**config.mk**
```make
export PLATFORM = sky130hd
export DESIGN_NAME = inv_5xp1_seq_flat
export DESIGN_NICKNAME = d
export VERILOG_FILES = /design/src/rtl/inv_5xp1_seq_if.sv /design/src/rtl/inv_5xp1_seq.sv /design/src/flat_wrapper.sv
export SDC_FILE = /design/constraint.sdc
export NUM_CORES = 1
export LEC_CHECK = 0
export CAP_MARGIN = 20
export CORE_MARGIN = 5
export CORE_UTILIZATION = 50
export DETAILED_ROUTE_END_ITERATION = 16
export HOLD_SLACK_MARGIN = 0.08
export PLACE_DENSITY_LB_ADDON = 0.25
export SYNTH_ARGS = -nofsm -noshare
export SYNTH_HDL_FRONTEND = slang
export SYNTH_SLANG_ARGS = --single-unit
```
**constraint.sdc**
```tcl
create_clock -name clk -period 8 [get_ports clk]
set_input_delay 1.6 -clock clk [delete_from_list [all_inputs] [get_ports clk]]
set_output_delay 1.6 -clock clk [all_outputs]
set_load 0.01 [all_outputs]
```
**src/rtl/inv_5xp1_seq_if.sv**
```systemverilog
// Handshake bundle for the 5xp1 inverse: code word in, recovered operand and
// error classification out.
interface inv_5xp1_seq_if #(
  parameter int YW = 10,
  parameter int XW = 7,
  parameter int RW = 3
);
  logic          in_valid;
  logic          in_ready;
  logic [YW-1:0] in_y;
  logic          out_valid;
  logic          out_ready;
  logic [XW-1:0] out_x;
  logic [RW-1:0] out_rem;
  logic          out_err;
  logic [1:0]    out_code;

  modport master (
    output in_valid, in_y, out_ready,
    input  in_ready, out_valid, out_x, out_rem, out_err, out_code
  );

  modport slave (
    input  in_valid, in_y, out_ready,
    output in_ready, out_valid, out_x, out_rem, out_err, out_code
  );
endinterface

```
**src/rtl/inv_5xp1_seq.sv**
```systemverilog
// Inverse of y = MULT*x + OFFS by serial restoring division, one quotient bit
// per cycle, with a single operation in flight and a legality classification.
module inv_5xp1_seq #(
  parameter  int YW   = 10,
  parameter  int XW   = 7,
  parameter  int MULT = 5,
  parameter  int OFFS = 1,
  localparam int RW   = $clog2(MULT),
  localparam int CW   = $clog2(YW)
) (
  input logic              clk,
  input logic              rst,
  inv_5xp1_seq_if.slave    bus
);

  typedef enum logic [1:0] {IDLE, CALC, DONE} state_t;

  localparam logic [RW:0]   MULT_CMP = (RW+1)'(MULT);
  localparam logic [RW-1:0] MULT_SUB = RW'(MULT);

  state_t        state_q, state_d;
  logic [YW-1:0] d_q, d_d;
  logic          unf_q, unf_d;
  logic [RW-1:0] r_q, r_d;
  // The top quotient bit is only ever needed on the final step, so it is
  // never stored.
  logic [YW-2:0] q_q, q_d;
  logic [CW-1:0] cnt_q, cnt_d;
  logic [XW-1:0] out_x_q, out_x_d;
  logic [RW-1:0] out_rem_q, out_rem_d;
  logic          out_err_q, out_err_d;
  logic [1:0]    out_code_q, out_code_d;

  logic [YW:0]   d_full;
  logic [RW:0]   r_shift;
  logic [RW-1:0] r_new;
  logic [YW-1:0] q_new;
  logic          ge;
  logic          ovf;
  logic [1:0]    code;
  logic          in_ready_c;
  logic          out_valid_c;

  always_comb begin
    state_d    = state_q;
    d_d        = d_q;
    unf_d      = unf_q;
    r_d        = r_q;
    q_d        = q_q;
    cnt_d      = cnt_q;
    out_x_d    = out_x_q;
    out_rem_d  = out_rem_q;
    out_err_d  = out_err_q;
    out_code_d = out_code_q;
    in_ready_c  = 1'b0;
    out_valid_c = 1'b0;

    // Sign bit of the widened subtraction doubles as the underflow flag.
    d_full  = {1'b0, bus.in_y} - (YW+1)'(OFFS);

    r_shift = {r_q, d_q[cnt_q]};
    ge      = (r_shift >= MULT_CMP);
    r_new   = ge ? (r_shift[RW-1:0] - MULT_SUB) : r_shift[RW-1:0];
    q_new   = {q_q, ge};
    ovf     = |q_new[YW-1:XW];

    if (unf_q)
      code = 2'd1;
    else if (ovf)
      code = 2'd3;
    else if (r_new != '0)
      code = 2'd2;
    else
      code = 2'd0;

    case (state_q)
      IDLE: begin
        in_ready_c = 1'b1;
        if (bus.in_valid) begin
          d_d     = d_full[YW-1:0];
          unf_d   = d_full[YW];
          r_d     = '0;
          q_d     = '0;
          cnt_d   = CW'(YW-1);
          state_d = CALC;
        end
      end
      CALC: begin
        r_d = r_new;
        q_d = q_new[YW-2:0];
        if (cnt_q == '0) begin
          out_x_d    = q_new[XW-1:0];
          out_rem_d  = r_new;
          out_code_d = code;
          out_err_d  = (code != 2'd0);
          state_d    = DONE;
        end else begin
          cnt_d = cnt_q - CW'(1);
        end
      end
      DONE: begin
        out_valid_c = 1'b1;
        if (bus.out_ready)
          state_d = IDLE;
      end
      default: state_d = IDLE;
    endcase
  end

  always_ff @(posedge clk or posedge rst) begin
    if (rst) begin
      state_q    <= IDLE;
      d_q        <= '0;
      unf_q      <= 1'b0;
      r_q        <= '0;
      q_q        <= '0;
      cnt_q      <= '0;
      out_x_q    <= '0;
      out_rem_q  <= '0;
      out_err_q  <= 1'b0;
      out_code_q <= '0;
    end else begin
      state_q    <= state_d;
      d_q        <= d_d;
      unf_q      <= unf_d;
      r_q        <= r_d;
      q_q        <= q_d;
      cnt_q      <= cnt_d;
      out_x_q    <= out_x_d;
      out_rem_q  <= out_rem_d;
      out_err_q  <= out_err_d;
      out_code_q <= out_code_d;
    end
  end

  assign bus.in_ready  = in_ready_c;
  assign bus.out_valid = out_valid_c;
  assign bus.out_x     = out_x_q;
  assign bus.out_rem   = out_rem_q;
  assign bus.out_err   = out_err_q;
  assign bus.out_code  = out_code_q;

endmodule

```
**src/flat_wrapper.sv**
```systemverilog
// flat-port wrapper written by rule: the top's interface ports become plain ports
module inv_5xp1_seq_flat 
#(
  parameter  int YW   = 10,
  parameter  int XW   = 7,
  parameter  int MULT = 5,
  parameter  int OFFS = 1,
  localparam int RW   = $clog2(MULT),
  localparam int CW   = $clog2(YW)
)
  (clk, rst, bus_in_valid, bus_in_y, bus_out_ready, bus_in_ready, bus_out_valid, bus_out_x, bus_out_rem, bus_out_err, bus_out_code);
  inv_5xp1_seq_if #(.YW(YW), .XW(XW)) bus_i ();
  input logic clk;
  input logic rst;
  input wire logic [$bits(bus_i.in_valid)-1:0] bus_in_valid;
  input wire logic [$bits(bus_i.in_y)-1:0] bus_in_y;
  input wire logic [$bits(bus_i.out_ready)-1:0] bus_out_ready;
  output wire logic [$bits(bus_i.in_ready)-1:0] bus_in_ready;
  output wire logic [$bits(bus_i.out_valid)-1:0] bus_out_valid;
  output wire logic [$bits(bus_i.out_x)-1:0] bus_out_x;
  output wire logic [$bits(bus_i.out_rem)-1:0] bus_out_rem;
  output wire logic [$bits(bus_i.out_err)-1:0] bus_out_err;
  output wire logic [$bits(bus_i.out_code)-1:0] bus_out_code;
  assign bus_i.in_valid = bus_in_valid;
  assign bus_i.in_y = bus_in_y;
  assign bus_i.out_ready = bus_out_ready;
  assign bus_in_ready = bus_i.in_ready;
  assign bus_out_valid = bus_i.out_valid;
  assign bus_out_x = bus_i.out_x;
  assign bus_out_rem = bus_i.out_rem;
  assign bus_out_err = bus_i.out_err;
  assign bus_out_code = bus_i.out_code;
  inv_5xp1_seq #(.YW(YW), .XW(XW), .MULT(MULT), .OFFS(OFFS)) u_core (.clk(clk), .rst(rst), .bus(bus_i));
endmodule
```
==> impl_metrics.json <==
{
  "root_buffer": "clkbuf_8",
  "crit_type": "reg2reg",
  "fin_skew_ps": 10.0,
  "cts_tree": "yes",
  "whs_ps": 480,
  "crit_path_end_kind": "flip-flop",
  "netlist_instances": 202,
  "p_leak_nw": 1.07,
  "ios": 29,
  "start_util_pct": 51.0,
  "synthSimpleGateAreaFrac_pct": 17.7,
  "cts_resized": 0,
  "irDropWorstVdd_uv": 134,
  "portBuffers": 28,
  "report.final.slew_viol_count": 0,
  "reg2reg_from": "u_core.cnt_q[0]",
  "finalPower_mw": 0.961,
  "syn2layout_area_growth_pct": 20.8,
  "synth_compound_area_share_pct": 13.2,
  "status": "finished clean",
  "whs_path_depth": 1,
  "num_vias": 1502,
  "report.final.setup_viol": 0,
  "htree_levels": 2,
  "grt_max_degree": 43,
  "hold_buffers": 0,
  "fin_crit_sh_pct": 39.8,
  "yosysWarnings": 0,
  "grt_pass1_vias": 1395,
  "synth.avg_cell_area_um2": 10.0,
  "cts_buffers": 5,
  "die_y_um": 73.7,
  "rows": 23,
  "nets": 249,
  "cts.path.max_buffers": 2,
  "yosys.area_share.xor_xnor_pct": 4.32,
  "critPathRequiredTime_ps": 8200,
  "fin_util_pct": 61.7,
  "max-slew-margin-rel_pct": 51.1,
  "hold_viol": 0,
  "antenna_found_initial": 0,
  "place.gp.congestion": 0.778,
  "synth.area.mux_share_pct": 6.54,
  "max_freq_mhz": 314,
  "rsz0062_at_grt": "no",
  "wl_per_cell_um": 13.5,
  "synth_fa_ha_area_share_pct": 3.09,
  "post-route-min-period_ps": 3190,
  "drive_above_1_share_pct": 8.23,
  "setup_slack_ps": 4810,
  "r2r_end": "u_core.bus.out_code[1]",
  "via_per_inst": 5.35,
  "power_density_mw_per_mm2": 393,
  "synth_nets": 221,
  "dp_hpwl_um": 2730,
  "wl_um": 3810,
  "cts.sinks": 42,
  "synth_top_family_by_area": "simple AND/OR/NAND/NOR gates",
  "arrival_ps": 3390,
  "yosysSeqAreaShare_pct": 51.9,
  "grt.total_usage_pct": 16.1,
  "ff2ff_path_depth": 10,
  "tns_ps": 0,
  "hold_start": "u_core.bus.out_rem[2]",
  "n_antenna_cell": 0,
  "drc_errors": 0,
  "drt_first_pass_iters": 4,
  "worstSkewPairLatency_ps": 300,
  "ant_nets": 0,
  "worst_setup_path_start_kind": "flip-flop",
  "maxCapViolCount": 0,
  "worst_pin_slew_ps": 732,
  "grt_first_pass_wirelength_um": 6700,
  "die_area_mm2": 0.00543,
  "cts_setup_buffers": 0,
  "die_w_um": 73.7,
  "cp_max_fo": 7,
  "reg2reg_setup_slack_ps": 4810,
  "place_ws_ps": 4650,
  "coreArea_mm2": 0.00397,
  "grt_overflow": 0,
  "clk_pin_slew_ps": 80,
  "ys_types": 39,
  "ys_ff_latch": 42,
  "hold_path_class": "reg2reg",
  "initialDrtViolationCount": 151,
  "syn_area_mm2": 0.00203,
  "min_to": "u_core.bus.out_rem[2]"
}
[worst max-delay path by stage]
stage          slack (ps)             from                endpoint  cells after the start
6_report             4810  u_core.cnt_q[0]  u_core.bus.out_code[1]                     10
5_1_grt              4570  u_core.cnt_q[0]  u_core.bus.out_code[1]                     10
4_1_cts              4790  u_core.cnt_q[0]  u_core.bus.out_code[1]                     10
3_5_place_dp         4650      bus_in_y[0]            u_core.unf_q                      6
3_3_place_gp         4720      bus_in_y[0]           u_core.d_q[7]                      5
2_1_floorplan        5200  u_core.cnt_q[0]  u_core.bus.out_code[1]                     11
[state kept, by name (all words and copies together) (netlist names), 2 cells and up]
register,count
u_core.q_q,9
u_core.bus.out_rem,3
u_core.cnt_q,4
u_core.bus.out_code,2
u_core.d_q,10
u_core.state_q,2
u_core.bus.out_x,7
u_core.r_q,3
[synth_stat cells]
master,number,share of area [%]
ha_1,5,3.1
o31ai_1,1,0.37
xnor2_1,6,2.6
nor3b_1,1,0.37
and4b_4,1,0.68
nand2b_4,1,0.68
clkbuf_1,7,1.3
o31ai_2,1,0.62
dfrtp_1,42,52
o311ai_1,1,0.43
a31oi_1,2,0.62
mux2i_1,2,0.99
o21ai_0,5,1.2
and3_4,1,0.56
inv_1,8,1.5
o211ai_1,1,0.37
mux2_1,6,3.3
nand4_1,1,0.31
a21oi_1,10,2.5
a21o_1,1,0.37
or4_1,2,0.74
nand2b_1,5,1.5
xor2_1,4,1.7
buf_6,1,0.56
nand3_1,5,1.2
nor2_1,13,2.4
nor4_1,1,0.31
o41ai_1,1,0.43
nor2b_1,1,0.31
a31oi_2,1,0.62
nand3b_1,1,0.37
mux4_2,1,1.1
nor3_1,3,0.74
nor3b_2,1,0.62
o21ai_1,20,4.9
mux2_2,2,1.1
a311oi_2,1,0.74
and2_1,1,0.31
nand2_1,35,6.5
[placed cells by master, fill, tap and decap left out, types with 2 or more instances in the layout]
cell type,n
xor2_1,4
mux2i_1,2
nand3_1,5
nand2_1,35
xnor2_1,6
mux2_1,6
clkbuf_8,5
a31oi_1,2
a21oi_1,10
or4_1,2
nor2_1,13
o21ai_0,5
clkinv_2,2
nor3_1,3
o21ai_1,20
mux2_2,2
nand2b_1,5
dfrtp_1,42
ha_1,5
clkdlybuf4s50_1,28
inv_1,8
[kinds of logic (layout without fill, tap and decap cells)]
family                     after synthesis  after routing
and+or+nand+nor                         73             73
AOI/OAI and AO/OA                       45             45
DFF                                     42             42
buffers and inverters                   16             45
muxes                                   11             11
xor gates and xnor gates                10             10
adders and majority gates                5              5
[stage by stage]
| stage | cells | cell area, um^2 |
|---|---|---|
| 3_3_place_gp | 273 | 2340 |
| 3_5_place_dp | 273 | 2340 |
| 5_1_grt | 281 | 2450 |
| 4_1_cts | 281 | 2450 |
| 6_report | 281 | 2450 |
| 2_1_floorplan | 202 | 2030 |
[critical path, stage by stage, from the launching register on]
cell,delay [ps]
dfrtp_1,520
mux4_2,560
nand2b_4,170
a31oi_2,200
inv_1,70
ha_1,170
nand2b_1,130
a21oi_1,480
mux2_2,440
and4b_4,200
o31ai_2,160
[area by class of cell]
type	count	area, um^2
well taps	50	62.6
inverters	8	30.0
clock buffers	5	68.8
fillers	341	1520
multi-input cells	144	908
repair buffers	29	288
clock inverters	3	40.0
flip-flops and latches	42	1050
[power breakdown]
part | switching (mW) | internal [mW] | leakage [nW]
logic | 0.220 | 0.204 | 0.487
clock network | 0.0722 | 0.0918 | 0.0579
registers | 0.0681 | 0.305 | 0.526
total | 0.360 | 0.601 | 1.07
[layer usage]
layer,global-route usage [%],share of wire (%)
met1,21.3,47
met2,26.0,47
met3,4.10,5.3
met4,4.83,1.3
met5,0,0
Power figures use the tool's default switching activity.
